$ cat config.mk
export PLATFORM = sky130hd
export DESIGN_NAME = pb_preload_arb_flat
export DESIGN_NICKNAME = d
export VERILOG_FILES = /design/src/rtl/pb_preload_pkg.sv /design/src/rtl/pb_preload_arb_if.sv /design/src/rtl/pb_preload_rr_pick.sv /design/src/rtl/pb_preload_arb.sv /design/src/flat_wrapper.sv
export SDC_FILE = /design/constraint.sdc
export NUM_CORES = 1
export LEC_CHECK = 0
export CELL_PAD_IN_SITES_DETAIL_PLACEMENT = 1
export CELL_PAD_IN_SITES_GLOBAL_PLACEMENT = 1
export CORE_AREA = 2 2 229 231
export DETAILED_ROUTE_END_ITERATION = 16
export DIE_AREA = 0 0 231 233
export PLACE_DENSITY = 0.59
export SYNTH_ARGS = -nofsm -noshare
export SYNTH_HDL_FRONTEND = slang
export SYNTH_SLANG_ARGS = --single-unit
$ cat constraint.sdc
create_clock -name clk_i -period 6.55 [get_ports clk_i]
set_clock_uncertainty 0.2 [all_clocks]
set_input_delay 0.655 -clock clk_i [delete_from_list [all_inputs] [get_ports clk_i]]
set_output_delay 0.655 -clock clk_i [all_outputs]
set_load 0.01 [all_outputs]
$ cat src/rtl/pb_preload_pkg.sv
// Shared types for the picobello preload write-port arbiter.
// Holds FSM/boot-mode enums, the requester index type and the boot-mode eligibility rule.
package pb_preload_pkg;

    localparam int unsigned NumReqDefault = 4;
    localparam int unsigned SrcWidth      = $clog2(NumReqDefault);

    typedef enum logic {
        IDLE = 1'b0,
        BUSY = 1'b1
    } arb_state_e;

    typedef enum logic [1:0] {
        BootIdle = 2'd0,
        BootSd   = 2'd1,
        BootSpi  = 2'd2,
        BootI2c  = 2'd3
    } boot_mode_e;

    typedef logic [SrcWidth-1:0] src_idx_t;

    // Autonomous/SD boot leaves only JTAG (index 0) able to preload.
    function automatic logic req_eligible(boot_mode_e mode, int unsigned idx);
        return (mode == BootIdle) || (idx == 0);
    endfunction

endpackage

$ cat src/rtl/pb_preload_arb_if.sv
// Preload requester bundle plus the single memory-side write channel.
// slave is the arbiter's view; master is the view of whatever drives requests and sinks beats.
interface pb_preload_arb_if #(
    parameter int unsigned NumReq    = 4,
    parameter int unsigned AddrWidth = 48,
    parameter int unsigned DataWidth = 64
);
    localparam int unsigned SrcW = (NumReq > 1) ? $clog2(NumReq) : 1;

    logic [NumReq-1:0]                req_valid_i;
    logic [NumReq-1:0][AddrWidth-1:0] req_addr_i;
    logic [NumReq-1:0][DataWidth-1:0] req_data_i;
    logic [NumReq-1:0]                req_last_i;
    logic [NumReq-1:0]                req_ready_o;

    logic                 mem_valid_o;
    logic                 mem_ready_i;
    logic [AddrWidth-1:0] mem_addr_o;
    logic [DataWidth-1:0] mem_data_o;
    logic                 mem_last_o;
    logic [SrcW-1:0]      mem_src_o;

    modport slave (
        input  req_valid_i, req_addr_i, req_data_i, req_last_i, mem_ready_i,
        output req_ready_o, mem_valid_o, mem_addr_o, mem_data_o, mem_last_o, mem_src_o
    );

    modport master (
        output req_valid_i, req_addr_i, req_data_i, req_last_i, mem_ready_i,
        input  req_ready_o, mem_valid_o, mem_addr_o, mem_data_o, mem_last_o, mem_src_o
    );

endinterface

$ cat src/rtl/pb_preload_rr_pick.sv
// Masked round-robin pick: first index at or after ptr (wrapping) that is both
// eligible and valid.
module pb_preload_rr_pick #(
    parameter  int unsigned NumReq = 4,
    localparam int unsigned IdxW   = (NumReq > 1) ? $clog2(NumReq) : 1
) (
    input  logic [NumReq-1:0] mask,
    input  logic [NumReq-1:0] valid,
    input  logic [IdxW-1:0]   ptr,
    output logic [IdxW-1:0]   idx,
    output logic              found
);

    always_comb begin
        int unsigned cand;
        logic [IdxW-1:0] cand_idx;
        idx      = '0;
        found    = 1'b0;
        cand     = 0;
        cand_idx = '0;
        for (int unsigned k = 0; k < NumReq; k++) begin
            cand     = (32'(ptr) + k) % NumReq;
            cand_idx = IdxW'(cand);
            if (!found && mask[cand_idx] && valid[cand_idx]) begin
                found = 1'b1;
                idx   = cand_idx;
            end
        end
    end

endmodule

$ cat src/rtl/pb_preload_arb.sv
// Shared preload write-port arbiter: round-robin burst grant, boot-mode masking,
// combinational beat pass-through while a burst is granted, and runaway-burst guard.
module pb_preload_arb
    import pb_preload_pkg::*;
#(
    parameter int unsigned NumReq    = 4,
    parameter int unsigned AddrWidth = 48,
    parameter int unsigned DataWidth = 64,
    parameter int unsigned MaxBurst  = 256
) (
    input  logic                  clk_i,
    input  logic                  rst_i,
    input  logic [1:0]            boot_mode_i,
    input  logic                  err_clr_i,
    output logic                  busy_o,
    output logic                  err_o,
    pb_preload_arb_if.slave       bus
);

    localparam int unsigned IdxW = (NumReq > 1) ? $clog2(NumReq) : 1;
    localparam int unsigned CntW = $clog2(MaxBurst + 1);

    arb_state_e        state;
    logic [IdxW-1:0]   gnt;
    logic [IdxW-1:0]   rr_ptr;
    logic [IdxW-1:0]   next_ptr;
    logic [IdxW-1:0]   pick_idx;
    logic              pick_found;
    logic [CntW-1:0]   beat_cnt;
    logic [NumReq-1:0] elig;
    logic              gnt_valid;
    logic              gnt_last;
    logic              at_limit;
    logic              beat_hs;
    logic              burst_end;
    logic              overflow;

    // Boot mode only matters when a new grant is picked, i.e. in IDLE.
    always_comb begin
        elig = '0;
        for (int unsigned k = 0; k < NumReq; k++) begin
            elig[k] = req_eligible(boot_mode_e'(boot_mode_i), k);
        end
    end

    pb_preload_rr_pick #(
        .NumReq (NumReq)
    ) u_pick (
        .mask  (elig),
        .valid (bus.req_valid_i),
        .ptr   (rr_ptr),
        .idx   (pick_idx),
        .found (pick_found)
    );

    assign gnt_valid = bus.req_valid_i[gnt];
    assign gnt_last  = bus.req_last_i[gnt];
    assign at_limit  = (beat_cnt == CntW'(MaxBurst - 1));
    assign beat_hs   = (state == BUSY) && gnt_valid && bus.mem_ready_i;
    assign burst_end = gnt_last || at_limit;
    assign overflow  = beat_hs && at_limit && !gnt_last;
    assign next_ptr  = (gnt == IdxW'(NumReq - 1)) ? '0 : gnt + IdxW'(1);
    assign busy_o    = (state == BUSY);

    // Zero-latency pass-through of the granted requester; payload is zeroed when no beat is offered.
    always_comb begin
        bus.mem_valid_o = (state == BUSY) && gnt_valid;
        bus.req_ready_o = '0;
        bus.mem_addr_o  = '0;
        bus.mem_data_o  = '0;
        bus.mem_last_o  = 1'b0;
        bus.mem_src_o   = '0;
        if (state == BUSY) begin
            bus.req_ready_o[gnt] = bus.mem_ready_i;
        end
        if (bus.mem_valid_o) begin
            bus.mem_addr_o = bus.req_addr_i[gnt];
            bus.mem_data_o = bus.req_data_i[gnt];
            bus.mem_last_o = burst_end;
            bus.mem_src_o  = gnt;
        end
    end

    always_ff @(posedge clk_i or posedge rst_i) begin
        if (rst_i) begin
            state    <= IDLE;
            gnt      <= '0;
            rr_ptr   <= '0;
            beat_cnt <= '0;
        end else begin
            case (state)
                IDLE: begin
                    if (pick_found) begin
                        gnt      <= pick_idx;
                        beat_cnt <= '0;
                        state    <= BUSY;
                    end
                end
                BUSY: begin
                    // A forced last (beat limit) closes the burst like a real one.
                    if (beat_hs) begin
                        if (burst_end) begin
                            state    <= IDLE;
                            rr_ptr   <= next_ptr;
                            beat_cnt <= '0;
                        end else begin
                            beat_cnt <= beat_cnt + CntW'(1);
                        end
                    end
                end
                default: state <= IDLE;
            endcase
        end
    end

    // Sticky overflow flag; a new overflow beats a simultaneous clear.
    always_ff @(posedge clk_i or posedge rst_i) begin
        if (rst_i) begin
            err_o <= 1'b0;
        end else if (overflow) begin
            err_o <= 1'b1;
        end else if (err_clr_i) begin
            err_o <= 1'b0;
        end
    end

endmodule

$ cat src/flat_wrapper.sv
// flat-port wrapper written by rule: the top's interface ports become plain ports
module pb_preload_arb_flat import pb_preload_pkg::*;
#(
    parameter int unsigned NumReq    = 4,
    parameter int unsigned AddrWidth = 48,
    parameter int unsigned DataWidth = 64,
    parameter int unsigned MaxBurst  = 256
)
  (clk_i, rst_i, boot_mode_i, err_clr_i, busy_o, err_o, bus_req_valid_i, bus_req_addr_i, bus_req_data_i, bus_req_last_i, bus_mem_ready_i, bus_req_ready_o, bus_mem_valid_o, bus_mem_addr_o, bus_mem_data_o, bus_mem_last_o, bus_mem_src_o);
  pb_preload_arb_if #(.NumReq(NumReq), .AddrWidth(AddrWidth), .DataWidth(DataWidth)) bus_i ();
  input  logic clk_i;
  input  logic rst_i;
  input  logic [1:0] boot_mode_i;
  input  logic err_clr_i;
  output logic busy_o;
  output logic err_o;
  input wire logic [$bits(bus_i.req_valid_i)-1:0] bus_req_valid_i;
  input wire logic [$bits(bus_i.req_addr_i)-1:0] bus_req_addr_i;
  input wire logic [$bits(bus_i.req_data_i)-1:0] bus_req_data_i;
  input wire logic [$bits(bus_i.req_last_i)-1:0] bus_req_last_i;
  input wire logic [$bits(bus_i.mem_ready_i)-1:0] bus_mem_ready_i;
  output wire logic [$bits(bus_i.req_ready_o)-1:0] bus_req_ready_o;
  output wire logic [$bits(bus_i.mem_valid_o)-1:0] bus_mem_valid_o;
  output wire logic [$bits(bus_i.mem_addr_o)-1:0] bus_mem_addr_o;
  output wire logic [$bits(bus_i.mem_data_o)-1:0] bus_mem_data_o;
  output wire logic [$bits(bus_i.mem_last_o)-1:0] bus_mem_last_o;
  output wire logic [$bits(bus_i.mem_src_o)-1:0] bus_mem_src_o;
  assign bus_i.req_valid_i = bus_req_valid_i;
  assign bus_i.req_addr_i = bus_req_addr_i;
  assign bus_i.req_data_i = bus_req_data_i;
  assign bus_i.req_last_i = bus_req_last_i;
  assign bus_i.mem_ready_i = bus_mem_ready_i;
  assign bus_req_ready_o = bus_i.req_ready_o;
  assign bus_mem_valid_o = bus_i.mem_valid_o;
  assign bus_mem_addr_o = bus_i.mem_addr_o;
  assign bus_mem_data_o = bus_i.mem_data_o;
  assign bus_mem_last_o = bus_i.mem_last_o;
  assign bus_mem_src_o = bus_i.mem_src_o;
  pb_preload_arb #(.NumReq(NumReq), .AddrWidth(AddrWidth), .DataWidth(DataWidth), .MaxBurst(MaxBurst)) u_core (.clk_i(clk_i), .rst_i(rst_i), .boot_mode_i(boot_mode_i), .err_clr_i(err_clr_i), .busy_o(busy_o), .err_o(err_o), .bus(bus_i));
endmodule
# After elaboration in Yosys (flattened, before gate mapping)
# Index checks and enable logic that the tools add are counted.
classes:
  bitwise: 2
  n_lt_le_gt_ge: 6
  mux: 50
  n_reduce_logical: 22
  n_eq_ne: 4
  add_sub_neg: 5
op_table:
  columns: ["operator", "count"]
  rows:
  - ["$bmux W64 S2", 1]
  - ["$mux W64", 2]
  - ["$bmux W48 S2", 1]
  - ["$mux W48", 2]
  - ["$mux W9", 3]
  - ["$mux W1", 21]
  - ["$bmux W1 S2", 10]
  - ["$pmux W9 S2", 1]
  - ["$lt A2 B3 Y1 const B", 5]
  - ["$logic_and A1 B1 Y1", 12]
  - ["$mux W2", 6]
  - ["$add A9 B1 Y9 const B", 1]
  - ["$eq A9 B8 Y1 const B", 1]
  - ["$add A2 B1 Y2 const B", 2]
  - ["$add A2 B2 Y2 const B", 2]
  - ["$and A4 B4 Y4", 1]
  - ["$logic_not A1 Y1", 4]
  - ["$mux W4", 1]
  - ["$reduce_and A2 Y1", 2]
  - ["$reduce_and A3 Y1", 1]
  - ["$demux W1 S2", 1]
  - ["$eq A2 B2 Y1 const B", 1]
  - ["$ge A2 B1 Y1 const B", 1]
  - ["$logic_not A2 Y1", 1]
  - ["6 further kinds", 6]
word_totals:
  out_inout_bits: 122
  input_bits: 462
  regBits: 15
  wordCells: 94

# Depth between registers and ports, before layout
logic_depth:
  depth_word: 19
  mapped_depth: 10
  mapped_depth_nobuf: 9

# Modules after synthesis
# A second synthesis with hierarchy kept.
hier_totals:
  hier_cells: 381
  area_unflattened_um2: 4506.8
by_module_without_submodules:
  columns: ["module", "cells_per_inst", "seq_area_each_um2", "instances", "area_each_um2"]
  rows:
  - ["pb_preload_arb", 365, 375.4, 1, 4414.2]
  - ["pb_preload_rr_pick", 16, 0.0, 1, 92.6]

# Worst setup path after synthesis
# Ideal clock, no wire load.
synth_path:
  kind: "input -> output"
  from: "input port bus_req_valid_i[0]"
  to: "output port bus_mem_addr_o[0]"
  t_arrival_ps: 1882
  n_path_buf: 3
  path_slack_ps: 3813
  required_time_ps: 5695
  path_stages: 5
  cell_sequence: "clkbuf_1 mux4_2 clkbuf_1 clkbuf_1 and3_1"
synth_between:
  elab_chain_cells: 4
synth_rtl:
  columns: ["element", "line_no", "text"]
  rows:
  - ["from (decl)", "flat_wrapper.sv:17", "input wire logic [$bits(bus_i.req_valid_i)-1:0] bus_req_valid_i;"]
  - ["$bmux W1 S2", "pb_preload_arb.sv:56", "assign gnt_valid = bus.req_valid_i[gnt];"]
  - ["$mux W1 (not written as such)", "pb_preload_arb.sv:56", null]
  - ["$logic_and A1 B1 Y1", "pb_preload_arb.sv:67", "bus.mem_valid_o = (state == BUSY) && gnt_valid;"]
  - ["$mux W48", "pb_preload_arb.sv:76", "if (bus.mem_valid_o) begin"]
  - ["to (decl)", "flat_wrapper.sv:24", "output wire logic [$bits(bus_i.mem_addr_o)-1:0] bus_mem_addr_o;"]
# No other way between the ends. The select of a mux whose other input is x is not followed.

# Worst setup path after layout
layout_path:
  from: "input port bus_req_valid_i[2]"
  to: "output port bus_mem_src_o[0]"
layout_between:
  elab_chain_cells: 4
layout_rtl:
  columns: ["element", "line_no", "text"]
  rows:
  - ["$bmux W1 S2", "pb_preload_arb.sv:56", null]
  - ["$mux W1 (not written as such)", "pb_preload_arb.sv:56", null]
  - ["$logic_and A1 B1 Y1", "pb_preload_arb.sv:67", null]
  - ["$mux W2", "pb_preload_arb.sv:76", null]
  - ["to (decl)", "flat_wrapper.sv:27", "output wire logic [$bits(bus_i.mem_src_o)-1:0] bus_mem_src_o;"]
# No other way between the ends. The select of a mux whose other input is x is not followed.

==> metrics.log <==
[metrics] Synth Flop Type: dfrtp_1
[metrics] HP Class: flip-flop to flip-flop
[metrics] number of buffers on the longest clock path: 2
[metrics] Top Ports: 584
[metrics] CTS tree: done
[metrics] Max Transition Viols Final: 0
[metrics] Area growth syn-to-layout: 146%
[metrics] antenna violations before repair: 5
[metrics] Remaining DRCs: 0
[metrics] H-tree level count: 1
[metrics] Global Route met2 Usage: 0.211
[metrics] via count of the first global-routing pass: 6,834
[metrics] number of different library cells in the post-synthesis netlist: 35
[metrics] post-synthesis instance total: 403
[metrics] Synth top cells by count: 122 x and3_1, 114 x mux4_2, 37 x clkbuf_1
[metrics] synthesis-stage register bit count: 15
[metrics] GR Util All Layers: 0.113
[metrics] met1 global-route usage: 0.128
[metrics] number of enable flip-flop cells after synthesis: 0
[metrics] areal power density over the cells: 278 nW/um^2
[metrics] top cell type by total area after synthesis: mux4_2
[metrics] worst-case headroom to the max-slew limit: 0.213
[metrics] post-layout power: 3080 uW
[metrics] number of buffer and inverter stages on the critical path: 2
[metrics] largest fanout of any net on the critical path: 115
[metrics] layout net count: 1,407
[metrics] xor and xnor area share after synthesis: 0
[metrics] share of the synthesized area in the top cell type: 0.568
[metrics] synthesized-area fraction occupied by adder cells: 0.0166
[metrics] cts-stage hold buffer count: 0
[metrics] longest individual stage delay on the worst path: 1160 ps
[metrics] count of vias placed by the detailed router: 6,268
[metrics] die extent in x: 231 um
[metrics] count of max-cap constraint violations: 0
[metrics] unrepaired setup endpoints after global routing: false
[metrics] first-pass GRT wire length: 45.8 mm
[metrics] core box area: 51,100 um^2
[metrics] global-route track usage on met3: 0.0343
[metrics] setup repair bufs after CTS: 0
[metrics] share of the cycle needed by the critical path after routing: 0.691
[metrics] cell leakage power: 0.00408 uW
[metrics] simple-gate portion of the synthesized area: 0.205
[metrics] net count after synthesis: 871
[metrics] critical path data arrival time: 3670 ps
[metrics] pin count of the biggest net entering global routing: 115
[metrics] CP dominant cell by count: clkdlybuf4s50_1
[metrics] length of the first detailed-routing pass in iterations: 4
[metrics] final count of hold timing violations: 0
[metrics] part of the Yosys area used for sequential elements: 0.0831
[metrics] Tightest Pin Transition: 1180 ps
[metrics] final worst path period need: 4530 ps
[metrics] compound-gate portion of the synthesized area: 0.0570
[metrics] Critical Path Start Type: primary input
[metrics] Detailed Route Iter0 Violations: 196
[metrics] Total Wirelength: 33.1 mm
[metrics] result of the run: finished clean
[metrics] remaining antenna violation count: 0
[metrics] number of clock sinks seen by CTS: 15
[metrics] synthesized area: 4520 um^2
[metrics] crit path capture type: primary output
[metrics] remaining global-route overflow: 0
[metrics] final hold slack: 292 ps
[metrics] HPWL after detailed placement: 27.6 mm
[metrics] CP Class: primary input to primary output
[metrics] slack of the critical path: 2020 ps
[metrics] Final setup violation count: 0
[metrics] worst supply voltage drop on vdd: 0.244 mV
[metrics] ranking of synthesized cells by area: mux4_2 57%, and3_1 17%, dfrtp_1 8.3%
[metrics] yosys synthesis warning count: 0
[metrics] routed via count divided by cell count: 3.87
[metrics] placer's final routability congestion estimate: 0.821
[metrics] top achievable clock speed: 221 MHz
[metrics] clock buffer count from CTS: 3
[metrics] average size of a mapped cell: 11.2 um^2
[metrics] Post-CTS Resized: 0
[metrics] cell-by-cell listing of the critical path: clkdlybuf4s50_1, mux4_4, nand2_1, nor2_1, clkdlybuf4s50_1
[metrics] Worst path slowest cell: mux4_4
[metrics] post-synthesis mux area share: 0.573
[metrics] largest delay contributor family on the critical path: buffers and inverters
[metrics] routed wirelength normalized by instance count: 20.4 um
[metrics] most used routing layer: met2
[metrics] most used standard cell by instance count after synthesis: and3_1
[metrics] Setup WS pre-CTS: 1950 ps
[metrics] clock insertion delay at the later pin of the skew report: 250 ps
[metrics] Port-buffer cells: 583
[metrics] post-route setup TNS: 0 ps
[metrics] Site Rows: 83
[metrics] DIE HEIGHT: 233 um
[metrics] dominant combinational cell family by area after synthesis: multiplexers
[metrics] layout cells sized above 1: 0.139
[metrics] Filler Cell Count: 5,901
[metrics] clock-pin slew reported for the worst setup and hold paths after clock tree synthesis: 50 ps
[metrics] starting utilization of the core area: 0.0885
[metrics] required time of the critical path: 5690 ps
[metrics] share of flip-flops with an asynchronous set or reset: 1.00
[metrics] Clock Tree Root: clkbuf_16
[metrics] area of the die: 53,800 um^2
[final timing paths]
path | start | end | slack, ps | cells after the start
min reg2reg | u_core.beat_cnt[8] | u_core.beat_cnt[8] | 290 | 2
max reg2reg | u_core.gnt[1] | u_core.rr_ptr[1] | 3080 | 4
max | bus_req_valid_i[2] | bus_mem_src_o[0] | 2020 | 5
min | u_core.beat_cnt[8] | u_core.beat_cnt[8] | 290 | 2
min in group asynchronous | rst_i | u_core.beat_cnt[3] | 600 | 2
max in group asynchronous | rst_i | u_core.gnt[0] | 5080 | 2
[cells in the final DEF, fill, tap and decap left out, types with 4 or more instances in the layout]
cell / instances
a21oi_1: 6
nand3_1: 6
nand2_1: 11
inv_1: 11
and3_1: 122
buf_4: 4
ha_1: 6
dfrtp_1: 12
clkdlybuf4s50_1: 583
mux4_2: 113
o21ai_0: 11
o21ai_1: 6
nor2_1: 12
[cell type report]
cell class,count,area [um^2],share of cell area
repair buffers,588,5890,0.530
inverters,11,41.3,0.00372
diodes,3,7.51,0.000676
multi-input cells,320,3850,0.347
well taps,680,851,0.0766
clock buffers,4,78.8,0.00710
flip-flops and latches,15,387,0.0348
[metal layers]
layer,up-vias,share of wire
li1,2768,-
met1,3101,0.38
met2,380,0.51
met3,19,0.093
met4,0,0.012
met5,-,0
[per-stage QoR]
step,cells,cell area [um^2],utilization
2_1_floorplan,403,4520,-
5_1_grt,1619,11100,0.217
3_3_place_gp,1614,11000,0.216
3_5_place_dp,1614,11000,0.216
6_report,1621,11100,0.217
4_1_cts,1618,11100,0.217
[cell families (layout without fill, tap and decap cells)]
family	Yosys count	count (layout)
other	0	3
flip-flops	15	15
multiplexers	116	116
AND/OR/NAND/NOR	157	157
buffers and inverters	68	603
AO/OA/AOI/OAI	41	41
adder cells (fa/ha/maj)	6	6
[where the power goes]
part	total, uW	internal, uW	switching [uW]
clock	122	82.6	38.9
combinational	2730	1600	1130
sequential	236	116	119
total	3080	1800	1290
[worst reg2reg max path, cell delays in order (launching register included)]
cell and delay, ps:
dfrtp_4 820, mux4_4 1220, and3_1 620, o21ai_2 190
mux2_2 310
[state kept, by name, indices dropped and copies added, names as in the netlist]
register / count
u_core.beat_cnt: 9
u_core.err_o: 1
u_core.gnt: 2
u_core.rr_ptr: 2
u_core.busy_o: 1
Power figures use the tool's default switching activity.
